File: config.mk
export PLATFORM = sky130hd
export DESIGN_NAME = apb_int_ctrl_flat
export DESIGN_NICKNAME = d
export VERILOG_FILES = /design/src/rtl/apb_int_ctrl_pkg.sv /design/src/rtl/apb_int_ctrl_if.sv /design/src/rtl/apb_int_ctrl_edge_det.sv /design/src/rtl/apb_int_ctrl.sv /design/src/flat_wrapper.sv
export SDC_FILE = /design/constraint.sdc
export NUM_CORES = 1
export LEC_CHECK = 0
export ABC_AREA = 1
export BUFFER_PORTS_ARGS = -buffer_cell sky130_fd_sc_hd__buf_2
export CAP_MARGIN = 20
export CORE_MARGIN = 3
export CORE_UTILIZATION = 51
export CTS_CLUSTER_DIAMETER = 60
export DETAILED_ROUTE_END_ITERATION = 8
export PLACE_DENSITY = 0.81
export SLEW_MARGIN = 30
export SYNTH_ARGS = -nofsm -noshare
export SYNTH_HDL_FRONTEND = slang
export SYNTH_SLANG_ARGS = --single-unit
File: constraint.sdc
create_clock -name iClk -period 2 [get_ports iClk]
set_input_delay 0.1 -clock iClk [delete_from_list [all_inputs] [get_ports iClk]]
set_output_delay 0.1 -clock iClk [all_outputs]
set_load 0.01 [all_outputs]
File: src/rtl/apb_int_ctrl_pkg.sv
// Shared constants for the interrupt-controller APB window: bus widths and
// register offsets within the 12-bit decoded address space.
package apb_int_pkg;

  localparam int unsigned DATA_W     = 32;
  localparam int unsigned APB_ADDR_W = 16;
  localparam int unsigned ADDR_DEC_W = 12;

  localparam logic [ADDR_DEC_W-1:0] OFF_IER   = 12'h000;
  localparam logic [ADDR_DEC_W-1:0] OFF_IPR   = 12'h004;
  localparam logic [ADDR_DEC_W-1:0] OFF_GIE   = 12'h008;
  localparam logic [ADDR_DEC_W-1:0] OFF_RAW   = 12'h00C;
  localparam logic [ADDR_DEC_W-1:0] OFF_ISR   = 12'h010;
  localparam logic [ADDR_DEC_W-1:0] OFF_COUNT = 12'h014;

endpackage

File: src/rtl/apb_int_ctrl_if.sv
// APB bus bundle for the interrupt-controller window.
//   iPsel/iPenable/iPwrite/iPaddr/iPwdata : initiator -> responder
//   oPrdata                               : responder -> initiator
interface apb_int_ctrl_if;
  import apb_int_pkg::*;

  logic                  iPsel;
  logic                  iPenable;
  logic                  iPwrite;
  logic [APB_ADDR_W-1:0] iPaddr;
  logic [DATA_W-1:0]     iPwdata;
  logic [DATA_W-1:0]     oPrdata;

  modport master (output iPsel, iPenable, iPwrite, iPaddr, iPwdata,
                  input  oPrdata);
  modport slave  (input  iPsel, iPenable, iPwrite, iPaddr, iPwdata,
                  output oPrdata);
endinterface

File: src/rtl/apb_int_ctrl_edge_det.sv
// Source history register and rising-edge detector for the interrupt inputs.
//   iClk, iRsn : clock, synchronous active-low reset
//   iSrc       : raw source levels
//   oSrc       : source levels registered one cycle (history / RAW view)
//   oRise_c    : combinational one-cycle rise pulse per source
module int_edge_det #(
  parameter int unsigned NUM_SRC = 4
) (
  input  logic               iClk,
  input  logic               iRsn,
  input  logic [NUM_SRC-1:0] iSrc,
  output logic [NUM_SRC-1:0] oSrc,
  output logic [NUM_SRC-1:0] oRise_c
);

  logic [NUM_SRC-1:0] src_q, src_d;

  always_comb begin
    src_d   = iSrc;
    oRise_c = iSrc & ~src_q;
  end

  always_ff @(posedge iClk) begin
    if (!iRsn) src_q <= '0;
    else       src_q <= src_d;
  end

  assign oSrc = src_q;

endmodule

File: src/rtl/apb_int_ctrl.sv
// APB responder for the interrupt controller: pending latch of source rises,
// per-source and global enables, software trigger, saturating event counter.
//   iClk, iRsn : clock, synchronous active-low reset
//   apb        : APB slave port (zero wait states, always ready)
//   iIntSrc    : interrupt sources, active high
//   oInt       : registered level interrupt to host
module apb_int_ctrl
  import apb_int_pkg::*;
#(
  parameter int unsigned NUM_SRC = 4,
  parameter int unsigned CNT_W   = 16
) (
  input  logic               iClk,
  input  logic               iRsn,
  apb_int_ctrl_if.slave      apb,
  input  logic [NUM_SRC-1:0] iIntSrc,
  output logic               oInt
);

  logic [NUM_SRC-1:0]    ier_q, ier_d;
  logic [NUM_SRC-1:0]    ipr_q, ipr_d;
  logic                  gie_q, gie_d;
  logic                  int_q, int_d;
  logic [CNT_W-1:0]      cnt_q, cnt_d;
  logic [DATA_W-1:0]     prdata_q, prdata_d;

  logic [NUM_SRC-1:0]    src_q, rise_c, w1c_c, isr_c;
  logic [ADDR_DEC_W-1:0] off_c;
  logic                  wr_c, rd_c, cnt_clr_c, set_any_c;
  logic                  unused_c;

  int_edge_det #(.NUM_SRC(NUM_SRC)) u_edge_det (
    .iClk    (iClk),
    .iRsn    (iRsn),
    .iSrc    (iIntSrc),
    .oSrc    (src_q),
    .oRise_c (rise_c)
  );

  // Writes commit at the end of the access phase; reads capture at the end of setup
  assign off_c    = apb.iPaddr[ADDR_DEC_W-1:0];
  assign wr_c     = apb.iPsel &  apb.iPenable &  apb.iPwrite;
  assign rd_c     = apb.iPsel & ~apb.iPenable & ~apb.iPwrite;
  assign unused_c = ^{apb.iPaddr, apb.iPwdata};

  // Register write decode, read mux and next-state logic
  always_comb begin
    ier_d     = ier_q;
    gie_d     = gie_q;
    prdata_d  = prdata_q;
    w1c_c     = '0;
    isr_c     = '0;
    cnt_clr_c = 1'b0;

    if (wr_c) begin
      case (off_c)
        OFF_IER:   ier_d     = apb.iPwdata[NUM_SRC-1:0];
        OFF_IPR:   w1c_c     = apb.iPwdata[NUM_SRC-1:0];
        OFF_GIE:   gie_d     = apb.iPwdata[0];
        OFF_ISR:   isr_c     = apb.iPwdata[NUM_SRC-1:0];
        OFF_COUNT: cnt_clr_c = 1'b1;
        default:   ;
      endcase
    end

    if (rd_c) begin
      case (off_c)
        OFF_IER:   prdata_d = DATA_W'(ier_q);
        OFF_IPR:   prdata_d = DATA_W'(ipr_q);
        OFF_GIE:   prdata_d = DATA_W'(gie_q);
        OFF_RAW:   prdata_d = DATA_W'(src_q);
        OFF_COUNT: prdata_d = DATA_W'(cnt_q);
        default:   prdata_d = '0;
      endcase
    end

    // Set terms are OR'd after the clear so a same-cycle set wins
    ipr_d     = (ipr_q & ~w1c_c) | rise_c | isr_c;
    set_any_c = |(ipr_d & ~ipr_q);

    if (cnt_clr_c)                    cnt_d = CNT_W'(set_any_c);
    else if (set_any_c && cnt_q != '1) cnt_d = cnt_q + CNT_W'(1);
    else                              cnt_d = cnt_q;

    // Built from next-state values so the flop shows the post-edge register state
    int_d = gie_d & (|(ipr_d & ier_d));
  end

  always_ff @(posedge iClk) begin
    if (!iRsn) begin
      ier_q    <= '0;
      ipr_q    <= '0;
      gie_q    <= 1'b0;
      int_q    <= 1'b0;
      cnt_q    <= '0;
      prdata_q <= '0;
    end else begin
      ier_q    <= ier_d;
      ipr_q    <= ipr_d;
      gie_q    <= gie_d;
      int_q    <= int_d;
      cnt_q    <= cnt_d;
      prdata_q <= prdata_d;
    end
  end

  assign apb.oPrdata = prdata_q;
  assign oInt        = int_q;

endmodule

File: src/flat_wrapper.sv
// flat-port wrapper written by rule: the top's interface ports become plain ports
module apb_int_ctrl_flat import apb_int_pkg::*;
#(
  parameter int unsigned NUM_SRC = 4,
  parameter int unsigned CNT_W   = 16
)
  (iClk, iRsn, iIntSrc, oInt, apb_iPsel, apb_iPenable, apb_iPwrite, apb_iPaddr, apb_iPwdata, apb_oPrdata);
  apb_int_ctrl_if apb_i ();
  input  logic iClk;
  input  logic iRsn;
  input  logic [NUM_SRC-1:0] iIntSrc;
  output logic oInt;
  input wire logic [$bits(apb_i.iPsel)-1:0] apb_iPsel;
  input wire logic [$bits(apb_i.iPenable)-1:0] apb_iPenable;
  input wire logic [$bits(apb_i.iPwrite)-1:0] apb_iPwrite;
  input wire logic [$bits(apb_i.iPaddr)-1:0] apb_iPaddr;
  input wire logic [$bits(apb_i.iPwdata)-1:0] apb_iPwdata;
  output wire logic [$bits(apb_i.oPrdata)-1:0] apb_oPrdata;
  assign apb_i.iPsel = apb_iPsel;
  assign apb_i.iPenable = apb_iPenable;
  assign apb_i.iPwrite = apb_iPwrite;
  assign apb_i.iPaddr = apb_iPaddr;
  assign apb_i.iPwdata = apb_iPwdata;
  assign apb_oPrdata = apb_i.oPrdata;
  apb_int_ctrl #(.NUM_SRC(NUM_SRC), .CNT_W(CNT_W)) u_core (.iClk(iClk), .iRsn(iRsn), .apb(apb_i), .iIntSrc(iIntSrc), .oInt(oInt));
endmodule
* Word level (Yosys, flattened, before mapping)
Index checks and enable logic that the tools add are counted.
Cells by class: muxes and demuxes 13, eq/ne operators 6, add/subtract/negate cells 1, reduce and logical (&&, ||, !) cells 6, bitwise operators 17
Operators by type and width (count):
- $pmux 16 s5 | 1
- $eq 12x4->1 const B | 2
- $eq 12x5->1 const B | 2
- $mux 4 | 6
- $add 16x1->16 const B | 1
- $and 4x4->4 | 4
- $ne 16x16->1 const B | 1
- $eq 12x3->1 const B | 1
- $logic_not 12->1 | 1
- $not 4->4 | 3
- $or 4x4->4 | 2
- $reduce_or 4->1 | 2
- $mux 1 | 6
- $and 1x1->1 | 5
- $not 1->1 | 3
- $reduce_bool 2->1 | 1
- $reduce_or 2->1 | 1
- $logic_and 1x1->1 | 1
Word-level totals: output and inout bits 33, bits in registers 62, input bits 57, logic and storage cells 51

* Longest topological paths before layout
Gate-level depths: netlist of run 1.
depth after elaboration 12, gate-level depth with buffers 13, mapped depth without buffers 13

* Cells and area by module
Synthesis of run 1 repeated with hierarchy kept, for this count alone.
Second synthesis, totals: cells, all modules 397, area, all modules 2681.3 sq um
By module, submodules not included:
- apb_int_ctrl | sequential area each 840.8 sq um, cells each 377, times used 1, area an instance 2541.2 sq um
- int_edge_det | sequential area each 80.1 sq um, cells each 20, times used 1, area an instance 140.1 sq um

* Worst setup path before layout of run 1
OpenSTA, ideal clock, no wires.
path type register to register, start reg u_core.cnt_q[0], end reg u_core.cnt_q[11], library setup time 0.066 ns, path buffers 1, arrival 1.421 ns, cell stages (with the launch flop) 9, period minus slack after synthesis 1.487 ns, setup slack 0.513 ns, required time 1.934 ns, cells stage by stage dfxtp_1 ha_1 nand4_2 nor2_2 nand4_2 o21ai_2 buf_6 nand2_1 a21oi_2
On the way: longest elaborated chain between the ends 2, elaborated cells between the ends (all ways) 3, those cells by class add/sub: 1; eq/ne: 1; reduce/logical: 1
Ends and longest elaborated chain:
- from (decl) | RTL line apb_int_ctrl.sv:24 | logic [CNT_W-1:0] cnt_q, cnt_d;
- from (signal assigned) | RTL line apb_int_ctrl.sv:102 | cnt_q <= cnt_d;
- branches (longest 2 deep; another with $add 16x1->16)
Several ways; the timed one is not identified. A chain may end at the register's enable or synchronous reset.

* Worst setup path in the final report of run 1
start reg u_core.cnt_q[0], end reg u_core.cnt_q[14]
The elaborated chain is that of the path after synthesis.

==> results of run 1 <==
[repair_timing]
item                       4_1_cts  5_1_grt
gates resized for setup          0        1
setup endpoints to repair        0        1
hold buffers                     4        0
hold endpoints to repair         4        0
[per-stage QoR]
step                      worst slack [ps]  utilization
after floorplan                        513            -
after global placement                 305        0.594
after detailed placement               243        0.594
after CTS                              186        0.621
after global routing                  54.7        0.623
final                                  227        0.623
[metal layers]
metal / GRT usage / routed length, um / vias to the layer above
met3: 0.0454 / 458 / 8
li1: - / - / 1299
met1: 0.278 / 2880 / 1105
met2: 0.345 / 2850 / 95
met5: 0 / 0 / -
met4: 0.0670 / 91 / 0
[worst min-delay path, delay by kind of cell]
| family | cells | cell delay, ps |
|---|---|---|
| and+or+nand+nor | 1 | 80 |
| buffers and inverters | 2 | 190 |
[area by class of cell]
type / instances / area, um^2 / area share
clock buffers: 5 / 68.8 / 0.0224
clock inverters: 3 / 25.0 / 0.00813
inverters: 46 / 173 / 0.0561
multi-input cells: 282 / 1490 / 0.483
flip-flops and latches: 46 / 921 / 0.299
well taps: 67 / 83.8 / 0.0272
repair buffers: 55 / 320 / 0.104
[worst min path at each step]
stage | from | endpoint | slack, ps | depth (start not counted)
global placement | iIntSrc[0] | u_core.u_edge_det.oSrc[0] | 300 | 3
global route | iRsn | u_core.u_edge_det.oSrc[3] | 90 | 3
detailed placement | iIntSrc[3] | u_core.u_edge_det.oSrc[3] | 310 | 3
CTS | iRsn | u_core.u_edge_det.oSrc[3] | 90 | 3
floorplan | iIntSrc[0] | u_core.u_edge_det.oSrc[0] | 190 | 2
finish | iRsn | u_core.u_edge_det.oSrc[3] | 90 | 3
[cells in the final DEF (no fill, tap or decap), types with 5 or more instances in the layout]
cell / synthesis / final
nor2_1: 38 / 38
buf_2: 2 / 41
inv_1: 44 / 44
a21oi_2: 10 / 10
xor2_1: 9 / 9
nand2_1: 101 / 101
clkbuf_8: 0 / 5
nand3_2: 14 / 14
nand3_1: 25 / 25
o21ai_0: 10 / 10
a21oi_1: 19 / 19
conb_1: 1 / 16
buf_4: 18 / 10
dfxtp_1: 46 / 46
[registers in the layout, summed over array words and instances, names as in the netlist]
register / count
u_core.cnt_q: 16
u_core.apb.oPrdata: 16
u_core.gie_q: 1
u_core.u_edge_det.oSrc: 4
u_core.ipr_q: 4
u_core.ier_q: 4
u_core.oInt: 1
[cells by family (layout without fill, tap and decap cells)]
| logic type | count (synthesis) | count (layout) | synth area share |
|---|---|---|---|
| AOI/OAI and AO/OA | 47 | 47 | 0.107 |
| xor gates and xnor gates | 13 | 13 | 0.0419 |
| adders and majority gates | 1 | 1 | 0.00461 |
| buffers and inverters | 74 | 109 | 0.137 |
| DFF | 46 | 46 | 0.339 |
| muxes | 1 | 1 | 0.00369 |
| other | 1 | 16 | 0.00138 |
| and+or+nand+nor | 204 | 204 | 0.365 |
[power by group through the flow]
stage | logic [W] | clock network [W] | registers [W]
2_1_floorplan | 0.000178 | 0 | 0.000968
3_3_place_gp | 0.000194 | 0 | 0.000970
3_5_place_dp | 0.000201 | 0 | 0.000971
4_1_cts | 0.000209 | 0.000618 | 0.000949
5_1_grt | 0.000237 | 0.000654 | 0.000953
6_report | 0.000215 | 0.000608 | 0.000950
==> reports/metrics.cfg, run 1 <==
[outcome]
status=completed

[layout]
fin_area_mm2=0.00308
fillCellCount=454
stdcell_count=504
drive_gt1_frac=0.231
antenna_cells=0
nets=494
area_delta_synth_final_pct=13.4

[power]
p_total_w=0.00177
seqPwrFrac=0.536
powerDensity_mw_per_mm2=576
worst_ir_drop_vdd_mv=0.275
comb_power_share=0.121
switchingPower_w=0.000513
p_leak_nw=1.34
netSwitchingFraction=0.290
power.internal_w=0.00126
clockPowerShare=0.343

[yosys]
postSynth.topFlopCell=dfxtp_1
synth_top_area_frac=0.339
yosysMostFrequentCell=nand2_1
synth_cell_type_count=37
async_flop_share=0
ys_warn_count=0
synthTopCellsByCount=nand2_1, dfxtp_1, inv_1
syn_area_mm2=0.00272
ys_ff_latch=46
synth_cells=387
yosys.area.top_type=dfxtp_1
synth_area_per_cell_um2=7.02
yosys-top-cells-area=dfxtp_1, nand2_1, inv_1
synth_seq_area_share=0.339
synth_edf_count=0

[setup_path]
reg2reg_depth=7
worst-path-stages=7
end_kind=register
slowest_stage=dfxtp_1
cp_common_cell=nand3_1
crit_chain=ha_1 -> nand2_1 -> nor3b_1 -> nand3_1 -> xor2_1 -> nand3_1 -> a21oi_1
cp-startpoint=u_core.cnt_q[0]
worst-path-buf-inv=0
worstSetupStartpointType=register
timing.rr.start=u_core.cnt_q[0]
crit_family=simple AND/OR/NAND/NOR gates
crit_path_end=u_core.cnt_q[14]
cp.arrival_ps=2020
max_stage_delay_ps=390
timing.rr.end=u_core.cnt_q[14]
path_class=reg2reg
cp.required_ps=2240
r2r_slack_ps=230
crit_path_max_fanout=4

[detailed_routing]
first_pass_iters=5
wl_um=6270
drc=0
ant_nets=0
drt_iter0_drc=239
num_vias=2507
vias_per_cell=4.97
wl_per_cell_um=12.4

[placed_design]
io_buffers=41
placed_cell_area_mm2=0.00294
placed_cells=492
gp_congestion=0.900
dp_hpwl_um=4740

[global_routing]
grt_pass1_wl_um=10500
grt_overflow_total=0
grt.total_usage=0.211
grt_pass1_vias=2294
grt_max_degree=19
grt_antenna_before_repair=0

[timing]
period_share=0.887
finalMaxSlewViolations=0
finalClockSkew_ps=10.1
max_freq_ghz=0.564
grt_setup_unrepaired=no
setup_viol=0
hold_ws_ps=89.9
hold_viol_final=0
setup_tns_ps=0
layout_min_cycle_time_ps=1770

[hold_path]
hp-class=in2reg

[floorplanning]
design.core.area_mm2=0.00494
dieArea_mm2=0.00624
placementRows=25
die_h_um=79.0
start_util=0.549
die_w_um=79.0
ios=90

[clock_network]
cts_tree=yes
cts_max_path_buffers=2
cts_made_buffers=5
htreeDepth=2
path_clk_slew_ps=90
numClockSinks=46
clk_latency_ps=310
postCtsSetupBuffers=0
cts_root_buf=clkbuf_8

[job]
cap_violations=0

Power figures use the tool's default switching activity.
==> run 2, diff against run 1 <==
--- a/config.mk
+++ b/config.mk
@@ -8,6 +8,7 @@
 export ABC_AREA = 1
 export BUFFER_PORTS_ARGS = -buffer_cell sky130_fd_sc_hd__buf_2
 export CAP_MARGIN = 20
+export CORE_ASPECT_RATIO = 1.1
 export CORE_MARGIN = 3
 export CORE_UTILIZATION = 51
 export CTS_CLUSTER_DIAMETER = 60
==> run 2 against run 1 <==
  * First-iteration DRC count shrank 27%
  * Maximum frequency shrank 1.3%
  * Flip-flop and latch count is the same
  * Clock power shrank 3.8%
  * Die area is essentially flat
  * Cell count shrank 2.4%
  * Register-to-register slack lost 20 ps
  * Largest power group unchanged
==> reports/metrics.cfg, run 2 (synthesis results as in run 1) <==
[timing]
max_freq_ghz=0.557  ; -1.3%
setup_viol=0  ; unchanged
setup_tns_ps=0  ; unchanged
layout_setup_ws_ps=203  ; -23.2 ps
layout_min_cycle_time_ps=1800  ; +23.2 ps
max-slew-margin-rel=0.510
finalMaxSlewViolations=0  ; unchanged
period_share=0.898  ; +0.0116
finalClockSkew_ps=9.19  ; -0.923 ps
grt_setup_unrepaired=no
worstMarginPinSlew_ps=734
hold_viol_final=0  ; unchanged

[hold_path]
hp-class=in2reg

[detailed_routing]
wl_per_cell_um=11.7  ; -6.3%
drc=0  ; unchanged
vias_per_cell=5.05  ; +1.5%
wl_um=5740  ; -8.5%
first_pass_iters=5  ; unchanged
num_vias=2485  ; -0.88%
drt_iter0_drc=174  ; -27%
ant_nets=0  ; unchanged

[layout]
antenna_cells=0  ; unchanged
final_cell_mix=nand2_1, dfxtp_1, inv_1
drive_gt1_frac=0.228  ; -0.00301
area_delta_synth_final_pct=11.7
multi_input_area_mm2=0.00148  ; -0.51%
nets=491  ; -0.61%
seq_area_um2=921  ; unchanged
fillCellCount=457  ; +0.66%
mostFrequentLayoutCell=nand2_1

[floorplanning]
start_util=0.536  ; -0.0136
die_h_um=82.5  ; +4.5%
placementRows=27  ; +8.0%
ios=90  ; unchanged
design.core.area_mm2=0.00507  ; +2.5%
die_w_um=75.6  ; -4.3%
dieArea_mm2=0.00624  ; about the same

[job]
cap_violations=0  ; unchanged

[setup_path]
crit_chain=ha_1 -> nand2_1 -> nor3b_1 -> nand3_1 -> xor2_1 -> nand3_1 -> a21oi_1
end_kind=register
cp.arrival_ps=2030  ; about the same
slowest_stage=dfxtp_1
max_stage_delay_ps=400  ; about the same
cp.required_ps=2240  ; about the same
path_class=reg2reg
crit_path_max_fanout=4  ; unchanged
cp_common_cell=nand3_1
worstSetupStartpointType=register

[clock_network]
cts_max_path_buffers=2  ; unchanged
path_clk_slew_ps=90  ; about the same
cts_tree=yes
cts_made_buffers=5  ; unchanged
clk_latency_ps=310  ; about the same
postCtsSetupBuffers=0  ; unchanged
cts_root_buf=clkbuf_8
htreeDepth=2  ; unchanged
numClockSinks=46  ; unchanged

[global_routing]
grt_max_degree=25  ; +6
grt_overflow_total=0  ; unchanged
grt_antenna_before_repair=0  ; unchanged
grt_pass1_vias=2144  ; -6.5%
grt.total_usage=0.193  ; -0.0180
grt_pass1_wl_um=9440  ; -10%

[power]
seqPwrFrac=0.545  ; +0.009
powerDensity_mw_per_mm2=574  ; -0.24%
switchingPower_w=0.000489  ; -4.8%
comb_power_share=0.119  ; -0.002
netSwitchingFraction=0.281  ; -0.00911
p_leak_nw=1.33  ; -1.4%
power.internal_w=0.00125  ; -0.44%
clockPowerShare=0.336  ; -0.007
worst_ir_drop_vdd_mv=0.232  ; -16%

[placed_design]
dp_slack_ps=261  ; +18.5 ps
gp_congestion=0.852  ; -5.3%
dp_hpwl_um=4270  ; -9.8%
io_buffers=41  ; unchanged

[outcome]
status=completed

## run 2: changes by cell type in the layout (fill, tap and decap cells not counted)
cell / previous run / this run
buf_4: 10 / 8
clkinv_4: 1 / 0
clkinvlp_4: 1 / 2
dlygate4sd3_1: 4 / 3
o21ai_2: 0 / 1
o21ai_4: 1 / 0
## run 2: final timing paths
| kind | start | cells past startpoint | to | slack [ps] |
|---|---|---|---|---|
| hold / removal | iIntSrc[0] | 3 | u_core.u_edge_det.oSrc[0] | 10 |
| hold reg to reg | u_core.apb.oPrdata[14] | 2 | u_core.apb.oPrdata[14] | 470 |
| setup reg to reg | u_core.cnt_q[1] | 7 | u_core.cnt_q[14] | 200 |
| setup / recovery | u_core.cnt_q[1] | 7 | u_core.cnt_q[14] | 200 |
## run 2: through the flow
stage | total power (W) | instance area, um^2 | hold WS [ps] | instances | utilization
after floorplan | 0.00115 | 2770 | 193 | 402 | -
after global placement | 0.00117 | 2910 | 297 | 481 | 0.574
after detailed placement | 0.00117 | 2910 | 301 | 481 | 0.574
after CTS | 0.00175 | 3030 | 13.4 | 492 | 0.599
after global routing | 0.00183 | 3030 | 39.4 | 492 | 0.599
final | 0.00174 | 3030 | 12.8 | 492 | 0.599
## run 2: critical path: cells and delay by family (launching register included)
kind	cells	cell delay, ps
flops	1	400
simple gates	4	710
fa+ha+maj	1	290
compound gates	1	160
xor+xnor	1	170
## run 2: final cells by class
class	count	share of cell area
well taps	58	0.0239
repair buffers	52	0.0974
inverters	46	0.0569
clock buffers	5	0.0227
flip-flops and latches	46	0.304
clock inverters	3	0.00784
multi-input cells	282	0.488
## run 2: repair_timing
action	4_1_cts	5_1_grt
endpoints found under the hold margin	3	0
gates resized for setup	0	0
hold buffers	3	0
## run 2: power by group through the flow
stage               Sequential (W)  Combinational, W  Clock (W)
floorplan                 0.000968          0.000178          0
global placement          0.000971          0.000194          0
detailed placement        0.000971          0.000200          0
CTS                       0.000950          0.000206   0.000598
global route              0.000953          0.000234   0.000641
finish                    0.000950          0.000207   0.000585
## run 2: layer usage
layer,track usage,vias up,wire length [um],share of wire
met1,0.265,1101,2610,0.46
met2,0.302,89,2680,0.47
met4,0.0752,0,79,0.014
met5,0,-,0,0
li1,-,1288,-,-
met3,0.0291,7,361,0.063
